==> src/rtl/instruction_fetch.sv <==
// Instruction fetch stage: sequential PC fetch from a fixed one-cycle-latency memory,
// a 2-entry response FIFO toward decode, and redirect handling that kills in-flight words.
module instruction_fetch #(
  parameter logic [63:0] RESET_PC = 64'h0
) (
  input  logic        clk,
  input  logic        rst_n,
  output logic        imem_req,
  output logic [63:0] imem_addr,
  input  logic [31:0] imem_rdata,
  input  logic        redirect_valid,
  input  logic [63:0] redirect_pc,
  output logic        if_valid,
  input  logic        if_ready,
  output logic [31:0] if_instruction,
  output logic [63:0] if_pc
);

  logic [63:0] pc;
  logic [63:0] req_pc;
  logic        inflight;
  logic        started;

  logic [31:0] fifo_instr [2];
  logic [63:0] fifo_pc    [2];
  logic        head;
  logic [1:0]  count;

  logic        pop;
  logic        push;
  logic        wr_idx;
  logic [1:0]  count_after_pop;
  logic [1:0]  occupancy;

  // A response still in flight reserves a FIFO slot, so the FIFO can never overflow.
  always_comb begin
    pop             = (count != 2'd0) && if_ready && !redirect_valid;
    push            = inflight && !redirect_valid;
    count_after_pop = count - {1'b0, pop};
    occupancy       = count_after_pop + {1'b0, inflight};
    wr_idx          = head ^ count[0];
    imem_req        = started && !redirect_valid && (occupancy < 2'd2);
    imem_addr       = imem_req ? pc : 64'h0;
  end

  assign if_valid       = (count != 2'd0);
  assign if_instruction = if_valid ? fifo_instr[head] : 32'h0;
  assign if_pc          = if_valid ? fifo_pc[head]    : 64'h0;

  // A redirect flushes the FIFO and drops the response arriving this cycle by never pushing it.
  always_ff @(posedge clk or negedge rst_n) begin
    if (!rst_n) begin
      pc       <= RESET_PC;
      req_pc   <= 64'h0;
      inflight <= 1'b0;
      started  <= 1'b0;
      head     <= 1'b0;
      count    <= 2'd0;
      for (int i = 0; i < 2; i++) begin
        fifo_instr[i] <= 32'h0;
        fifo_pc[i]    <= 64'h0;
      end
    end else begin
      started <= 1'b1;
      if (redirect_valid) begin
        pc       <= redirect_pc & ~64'h3;
        inflight <= 1'b0;
        head     <= 1'b0;
        count    <= 2'd0;
      end else begin
        if (imem_req) begin
          pc       <= pc + 64'd4;
          req_pc   <= pc;
          inflight <= 1'b1;
        end else begin
          inflight <= 1'b0;
        end
        if (push) begin
          fifo_instr[wr_idx] <= imem_rdata;
          fifo_pc[wr_idx]    <= req_pc;
        end
        if (pop) begin
          head <= ~head;
        end
        count <= count + {1'b0, push} - {1'b0, pop};
      end
    end
  end

endmodule

==> config.mk <==
export PLATFORM = sky130hd
export DESIGN_NAME = instruction_fetch
export DESIGN_NICKNAME = d
export VERILOG_FILES = /design/src/rtl/instruction_fetch.sv
export SDC_FILE = /design/constraint.sdc
export NUM_CORES = 1
export LEC_CHECK = 0
export BUFFER_PORTS_ARGS = -buffer_cell sky130_fd_sc_hd__buf_4
export CAP_MARGIN = 30
export CORE_MARGIN = 1.5
export CORE_UTILIZATION = 40
export DETAILED_ROUTE_END_ITERATION = 7
export GPL_TIMING_DRIVEN = 0
export PLACE_DENSITY_LB_ADDON = 0.2
export SLEW_MARGIN = 10
export SYNTH_ARGS = -nofsm -noshare
export SYNTH_HDL_FRONTEND = slang
export SYNTH_SLANG_ARGS = --single-unit
==> constraint.sdc <==
create_clock -name clk -period 3.6 [get_ports clk]
set_input_delay 0.36 -clock clk [delete_from_list [all_inputs] [get_ports clk]]
set_output_delay 0.36 -clock clk [all_outputs]
set_load 0.02 [all_outputs]
# Word level (Yosys, flattened, before mapping)
# Index checks and enable logic that the tools add are counted.
[word_totals] reg_bits=325 elab_cells=58 input_bits=100 output_inout_bits=162
[classes] magnitude_cmp=4 bitwise=5 n_reduce_logical=12 n_mux=22 addsub=5
[ops] op="$mux 64" n=8
[ops] op="$mux 32" n=5
[ops] op="$bwmux 128" n=1
[ops] op="$add 64x3->64 const B" n=1
[ops] op="$bwmux 64" n=1
[ops] op="$demux 64 s1" n=1
[ops] op="$demux 32 s1" n=1
[ops] op="$logic_and 1x1->1" n=6
[ops] op="$reduce_bool 2->1" n=3
[ops] op="$add 2x1->2" n=2
[ops] op="$ge 2x2->1 const B" n=2
[ops] op="$mux 1" n=4
[ops] op="$not 1->2" n=2
[ops] op="$reduce_and 2->1" n=2
[ops] op="$sub 2x1->2" n=2
[ops] op="$lt 2x1->1 const B" n=1
[ops] op="$lt 2x2->1 const B" n=1
[ops] op="$mux 2" n=1
[ops] op="$not 1->1" n=2
[ops] op="$logic_not 1->1" n=1
[ops] op="$xor 1x1->1" n=1

# Depth between registers and ports, before layout
# Gate-level depths: netlist of run 1.
[logic_depth] ltp_word=9 ltp_mapped=13 ltp_nobuf=10

# Worst setup path after synthesis of run 1
# OpenSTA, ideal clock, no wires.
[synth_timing] path_kind="input port to output port" start="input port redirect_valid" end="output port imem_addr[18]" t_arrival_ns=3.341 required_time_ns=3.240 path_buffers=6 stages=12 setup_slack_ns=-0.101 path_cell_list="clkbuf_1 buf_1 clkbuf_1 nor2_1 ha_1 nor2b_1 clkbuf_1 xor2_1 nor3_1 clkbuf_1 clkbuf_1 and2_1"
[synth_via] elab_chain_cells=7 word_cells_on_any_way=8 cone_classes="2 x add/sub; 1 x order compare; 1 x mux; 4 x reduce/logical"
[synth_rtl] item="from (decl)" line_no="11" text="input logic redirect_valid,"
[synth_rtl] item="$logic_not 1->1 *" line_no="37, 42"
[synth_rtl] item="$logic_and 1x1->1" line_no="37" text="pop = (count != 2'd0) && if_ready && !redirect_valid;"
[synth_rtl] item="$sub 2x1->2" line_no="39" text="count_after_pop = count - {1'b0, pop};"
[synth_rtl] item="$add 2x1->2" line_no="40" text="occupancy = count_after_pop + {1'b0, inflight};"
[synth_rtl] item="$lt 2x2->1" line_no="42" text="imem_req = started && !redirect_valid && (occupancy < 2'd2);"
[synth_rtl] item="$logic_and 1x1->1 *" line_no="42"
[synth_rtl] item="$mux 64 *" line_no="43" text="imem_addr = imem_req ? pc : 64'h0;"
[synth_rtl] item="to (decl)" line_no="9" text="output logic [63:0] imem_addr,"
# Every way passes the cells marked *; elsewhere a longest branch is shown, timed or not.

# Final worst setup path of run 1
[layout_timing] start="input port redirect_valid" end="output port imem_addr[22]"
# The elaborated chain is that of the path after synthesis.

==> results of run 1 <==
-- flip-flops by register name (all words and copies together) (netlist names) --
| register | flops |
|---|---|
| fifo_pc | 124 |
| fifo_instr | 64 |
| pc | 62 |
| req_pc | 62 |
| count | 2 |
| head | 1 |
| inflight | 1 |
| started | 1 |
-- synth_stat cells (2+ instances only) --
master and number:
dfrtp_1 317, or3_1 13, mux2_2 251, ha_1 4, conb_1 2, a31oi_1 32, nor2_1 144, a31o_2 2
nor4_1 12, inv_1 14, and4_1 9, xor2_1 12, nand3_1 29, nor3_1 18, o311a_1 3, o41ai_1 2
nand4_1 19, nand2_1 56, a221o_1 6, xnor2_1 15, nand4b_1 2, nor2b_1 5, and3_1 17, buf_1 18
a2111o_1 2, buf_4 4, and2_1 54, o2111ai_1 2, mux2i_1 95, clkbuf_1 73, or4_1 25, o21ai_0 29
o31ai_1 21, a2111oi_0 6
-- per-layer routing --
metal / vias up / GRT usage, % / part of all wire (%) / wire [µm]
li1: 5352 / - / - / -
met1: 5963 / 32.2 / 45 / 20100
met2: 309 / 37.3 / 48 / 21500
met3: 57 / 2.87 / 4.7 / 2110
met4: 0 / 5.25 / 2.0 / 874
met5: - / 0 / 0 / 0
-- worst register-to-register path, cell delays in order, from the launching register on --
cell      delay (ps)
dfrtp_2          470
nor2_4           150
inv_1            100
nand2_2          120
nor2_2            60
ha_2             320
nor2b_1           40
buf_4            160
or3_1            300
clkbuf_1         250
a2111o_1         670
or4_1            540
a31oi_1          180
-- cells by family (layout without fill, tap and decap cells) --
| family | Yosys count | after routing |
|---|---|---|
| AO/OA/AOI/OAI | 108 | 108 |
| XOR/XNOR | 27 | 27 |
| adder cells (fa/ha/maj) | 4 | 4 |
| buffers and inverters | 111 | 441 |
| flip-flops | 317 | 317 |
| multiplexers | 346 | 346 |
| other | 2 | 5 |
| AND/OR/NAND/NOR | 410 | 410 |
-- final cells by class --
cell class / count / area share, %
Buffer: 95 / 2.21
Clock buffer: 51 / 5.32
Clock inverter: 12 / 0.731
Inverter: 15 / 0.291
Multi-Input combinational cell: 900 / 36.3
Sequential cell: 317 / 41.0
Tap cell: 511 / 3.30
Timing Repair Buffer: 268 / 10.8
-- report_power, final --
group / total [mW] / switching [mW] / internal, mW
clock: 3.64 / 1.44 / 2.20
sequential: 5.57 / 0.751 / 4.82
combinational: 3.40 / 1.60 / 1.80
-- metrics by stage --
step                std cells  setup WS, ps  util (%)  total power [mW]
floorplan                1328          78.1         -              7.72
global placement         2094         -2270      47.4              8.85
detailed placement       2101         -2060      47.8              9.02
CTS                      2166         -30.0      51.2              12.7
global route             2169         -25.4      51.4              13.3
finish                   2169           104      51.4              12.6
-- final timing paths --
check,startpoint,end,depth (start not counted)
max,redirect_valid,imem_addr[22],12
min,redirect_pc[12],pc[12],3
max reg2reg,count[1],pc[61],12
min reg2reg,fifo_pc[102],fifo_pc[102],1
max in group asynchronous,rst_n,count[0],4
min in group asynchronous,rst_n,fifo_pc[36],2
-- repair_timing --
action / CTS / global route
resized for setup: 30 / 16
pin swaps: 2 / 2
endpoints found under the hold margin: 52 / 0
endpoints found under the setup margin: 182 / 66
setup buffers: 2 / 3
cloned: 0 / 0
hold buffers: 1 / 0
==> results.json, run 1 <==
{
  "outcome": "complete, no violations",
  "overflow": 0,
  "first_pass_iters": 5,
  "dr.first_iter.drc_count": 699,
  "wirelength_um": 44600,
  "setup_violations": 0,
  "skew_ps": 14.8,
  "finalWeightedCongestion": 0.846,
  "ys_seq_elements": 317,
  "final_common_cell": "dfrtp_1",
  "fmax_mhz": 286,
  "die_w_um": 198,
  "grt_pass1_wl_um": 68600,
  "ys.flop_type": "dfrtp_1",
  "finalInstanceArea_um2": 19300,
  "cp_data_required_time_ps": 3240,
  "yosysWarnings": 0,
  "synthTopCellsByArea": "dfrtp_1 (52%), mux2_2 (18%), mux2i_1 (6.2%), nor2_1 (3.5%), and2_1 (2.2%)",
  "port_buffers": 255,
  "synth_adder_area_share_pct": 0.327,
  "cpMostUsedCell": "buf_4",
  "wl_per_cell_um": 20.6,
  "leakagePower_nw": 8.23,
  "slew_headroom_pct": 36.0,
  "hold_class": "in -> reg",
  "synth_xor_area_share_pct": 1.55,
  "cts_tree": "done",
  "critPathSlowestCell": "nor3_1",
  "clock-sinks": 317,
  "yosysTopAreaCell": "dfrtp_1",
  "p_per_area_nw_per_um2": 651,
  "core_area_um2": 37700,
  "ir_drop_mv": 0.365,
  "ys_async_sr_fraction_pct": 100,
  "synth_top_family_by_area": "multiplexers",
  "regArea_um2": 7940,
  "synthMuxAreaShare_pct": 24.7,
  "diodes": 0,
  "synth_compound_area_share_pct": 4.94,
  "via_per_inst": 5.39,
  "grt_usage_pct": 22.8,
  "netlist_instances": 1325,
  "netlist_area_um2": 15300,
  "synthSimpleGateAreaFrac_pct": 13.7,
  "hold_ws_ps": 69.0,
  "path_clk_slew_ps": 60,
  "die_area_um2": 39400,
  "maxCapViolCount": 0,
  "vias": 11700,
  "drive_gt1_share_pct": 37.0,
  "fillers": 3460,
  "layout_min_cycle_time_ps": 3500,
  "final_cell_mix": "dfrtp_1 (315), buf_4 (266), mux2_2 (251), nor2_1 (142), mux2i_1 (95)",
  "row_count": 71,
  "start_util_pct": 40.6,
  "grt_pass1_vias": 11700,
  "cts_max_level": 2,
  "hpwlAfterDp_um": 32500,
  "grt_max_degree": 108,
  "synth_edf_count": 0,
  "multi_input_area_um2": 7030,
  "rsz0062_at_grt": "true",
  "critPathArrivalTime_ps": 3140,
  "ioPinCount": 262,
  "tns_ps": 0,
  "hold_viol": 0,
  "ys_seq_area_share_pct": 51.9,
  "r2r_slack_ps": 180,
  "place_area_um2": 18000,
  "antenna_left": 0,
  "cp-start-kind": "input port",
  "cp_max_fo": 10,
  "crit_chain": "buf_4 > clkbuf_4 > buf_2 > buf_4 > nor2_2 > ha_2 > nor2b_1 > buf_4 > xnor2_1 > nand2_2 > nor3_1 > buf_4",
  "final_nets": 1737,
  "grt_antenna_before_repair": 0,
  "synth_top_area_share_pct": 51.9,
  "endpoint_kind": "primary output",
  "synth_cell_types": 46,
  "tightest_slew_ps": 960,
  "fin_crit_sh_pct": 97.1,
  "critical-path-max-stage-delay_ps": 400,
  "numCtsBuffers": 36,
  "area_delta_synth_final_pct": 26.6,
  "crit_type": "in -> out",
  "critPathBufInv": 6,
  "clk_latency_ps": 510,
  "root_buffer": "clkbuf_16",
  "drc": 0,
  "die_y_um": 198,
  "slew_viol_final": 0,
  "avgSynthCellArea_um2": 11.5,
  "cts.path.max_buffers": 3,
  "cp_top_family": "buffers and inverters"
}
Note: power is estimated with default switching activity, not from simulation.
==> run 2, diff against run 1 <==
clock period = 3.65 ns   (was 3.6 ns; I/O delays follow)
==> run 2 against run 1 <==
Net effect: sequential cell count is the same; critical path depth fell by 1; hold slack improved by 7.8 ps; clock skew barely moved; critical endpoint is now imem_addr[16]; clock power is 1% lower; setup slack improved by 51 ps; wire length about the same; die area did not move.
==> results.json, run 2 (synthesis gave the netlist of run 1 again) <==
{
  "path_clk_slew_ps": 60,
  "cp_data_required_time_ps": 3280,
  "timing.rr.start": "count[1]",
  "skew_ps": 14.7,
  "tns_ps": 0,
  "antenna_left": 0,
  "min-delay-start": "redirect_pc[12]",
  "p_per_area_nw_per_um2": 643,
  "ir_drop_mv": 0.360,
  "port_buffers": 255,
  "ioPinCount": 262,
  "final_cell_mix": "dfrtp_1 (315), buf_4 (264), mux2_2 (251), nor2_1 (142), mux2i_1 (95)",
  "leakagePower_nw": 8.22,
  "root_buffer": "clkbuf_16",
  "finalWeightedCongestion": 0.846,
  "rsz0062_at_grt": "false",
  "first_pass_iters": 5,
  "maxCapViolCount": 0,
  "wirelength_um": 44600,
  "cts.path.max_buffers": 3,
  "start_util_pct": 40.6,
  "regArea_um2": 7940,
  "layout_min_cycle_time_ps": 3490,
  "cp_top_family": "simple AND/OR/NAND/NOR gates",
  "tightest_slew_ps": 958,
  "grt_antenna_before_repair": 0,
  "largest_reg_flops": 124,
  "grt_usage_pct": 22.7,
  "hold_ws_ps": 76.8,
  "clock-sinks": 317,
  "fin_crit_sh_pct": 95.7,
  "die_area_um2": 39400,
  "numCtsBuffers": 36,
  "grt_pass1_wl_um": 68500,
  "critPathArrivalTime_ps": 3130,
  "drive_gt1_share_pct": 36.8,
  "overflow": 0,
  "cp-start-kind": "flip-flop",
  "cts_tree": "done",
  "core_area_um2": 37700,
  "via_per_inst": 5.39,
  "crit_type": "reg -> out",
  "dr.first_iter.drc_count": 706,
  "layout_setup_ws_ps": 155,
  "cp_max_fo": 10,
  "final_common_cell": "dfrtp_1",
  "endpoint_kind": "primary output",
  "row_count": 71,
  "critPathLaunch": "count[1]",
  "outcome": "complete, no violations",
  "fillers": 3463,
  "cts_max_level": 2,
  "die_w_um": 198,
  "setup_violations": 0,
  "final_nets": 1736,
  "hold_class": "in -> reg",
  "diodes": 0,
  "area_delta_synth_final_pct": 26.4,
  "wl_per_cell_um": 20.6,
  "crit_chain": "nor2_4 > inv_1 > nand2_2 > nor2_2 > ha_2 > nor2b_1 > buf_4 > xnor2_1 > nand2_2 > nor3_1 > buf_4",
  "reg.largest.list": "fifo_pc: 124 flops, fifo_instr: 64 flops",
  "fmax_mhz": 286,
  "r2r_slack_ps": 210,
  "hold_viol": 0,
  "vias": 11700,
  "drc": 0,
  "grt_pass1_vias": 11700,
  "detailedPlace.worstSlack_ps": -2020,
  "slew_headroom_pct": 36.1,
  "critical-path-max-stage-delay_ps": 470,
  "die_y_um": 198,
  "regMostFlops": "fifo_pc",
  "hpwlAfterDp_um": 32500,
  "multi_input_area_um2": 7010,
  "critPathSlowestCell": "dfrtp_2",
  "slew_viol_final": 0,
  "clk_latency_ps": 510,
  "critPathBufInv": 3,
  "power_mw": 12.4,
  "grt_max_degree": 108
}
run 2: changes by cell type in the layout (fill, tap and decap cells not counted), sizes merged:
cell	before	now
buf	295	290
clkbuf	118	122
run 2: routing by layer:
layer	track usage, %	vias to the layer above	wire (µm)
li1	-	5357	-
met1	32.2	5963	20300
met2	37.1	307	21300
met3	2.87	55	2140
met4	5.25	0	864
met5	0	-	0
run 2: cell type report:
type                       count  share of cell area, %
timing repair buffer         268                   10.8
inverter                      15                  0.291
sequential                   317                   41.1
multi-input combinational    900                   36.3
clock buffer                  51                   5.32
clock inverter                12                  0.732
tap                          511                   3.31
buffer                        94                   2.18
run 2: timing repair:
item                                    CTS  global route
gates cloned                              0             0
pin swaps                                 2             2
buffers inserted                          2             3
hold buffers                              1             0
endpoints found under the setup margin  178            54
resized for setup                        27            11
endpoints found under the hold margin    52             0
run 2: worst reg2reg max path, cell delays in order (launching register included):
cell and delay [ps]:
dfrtp_2 470, nor2_4 150, inv_1 100, nand2_2 120, nor2_2 60, ha_2 330, nor2b_1 40, buf_4 160
or3_1 300, clkbuf_1 250, a2111o_1 670, or4_1 540, a31oi_1 180
run 2: per-stage QoR:
stage | cell area, µm² | utilization [%] | cells
6_report | 19300 | 51.3 | 2168
5_1_grt | 19300 | 51.3 | 2168
4_1_cts | 19300 | 51.2 | 2165
3_5_place_dp | 18000 | 47.8 | 2101
3_3_place_gp | 17900 | 47.4 | 2094
2_1_floorplan | 15300 | - | 1328
run 2: report_power, final:
group / switching (mW) / leakage, nW / internal (mW) / total (mW)
logic: 1.57 / 3.83 / 1.77 / 3.35
registers: 0.740 / 3.81 / 4.75 / 5.49
clock network: 1.42 / 0.577 / 2.17 / 3.59
run 2: final timing paths:
kind,endpoint,cells past startpoint
max,imem_addr[16],11
min,pc[12],3
max reg2reg,pc[61],12
min reg2reg,fifo_pc[102],1
max in group asynchronous,count[0],4
min in group asynchronous,fifo_pc[36],2
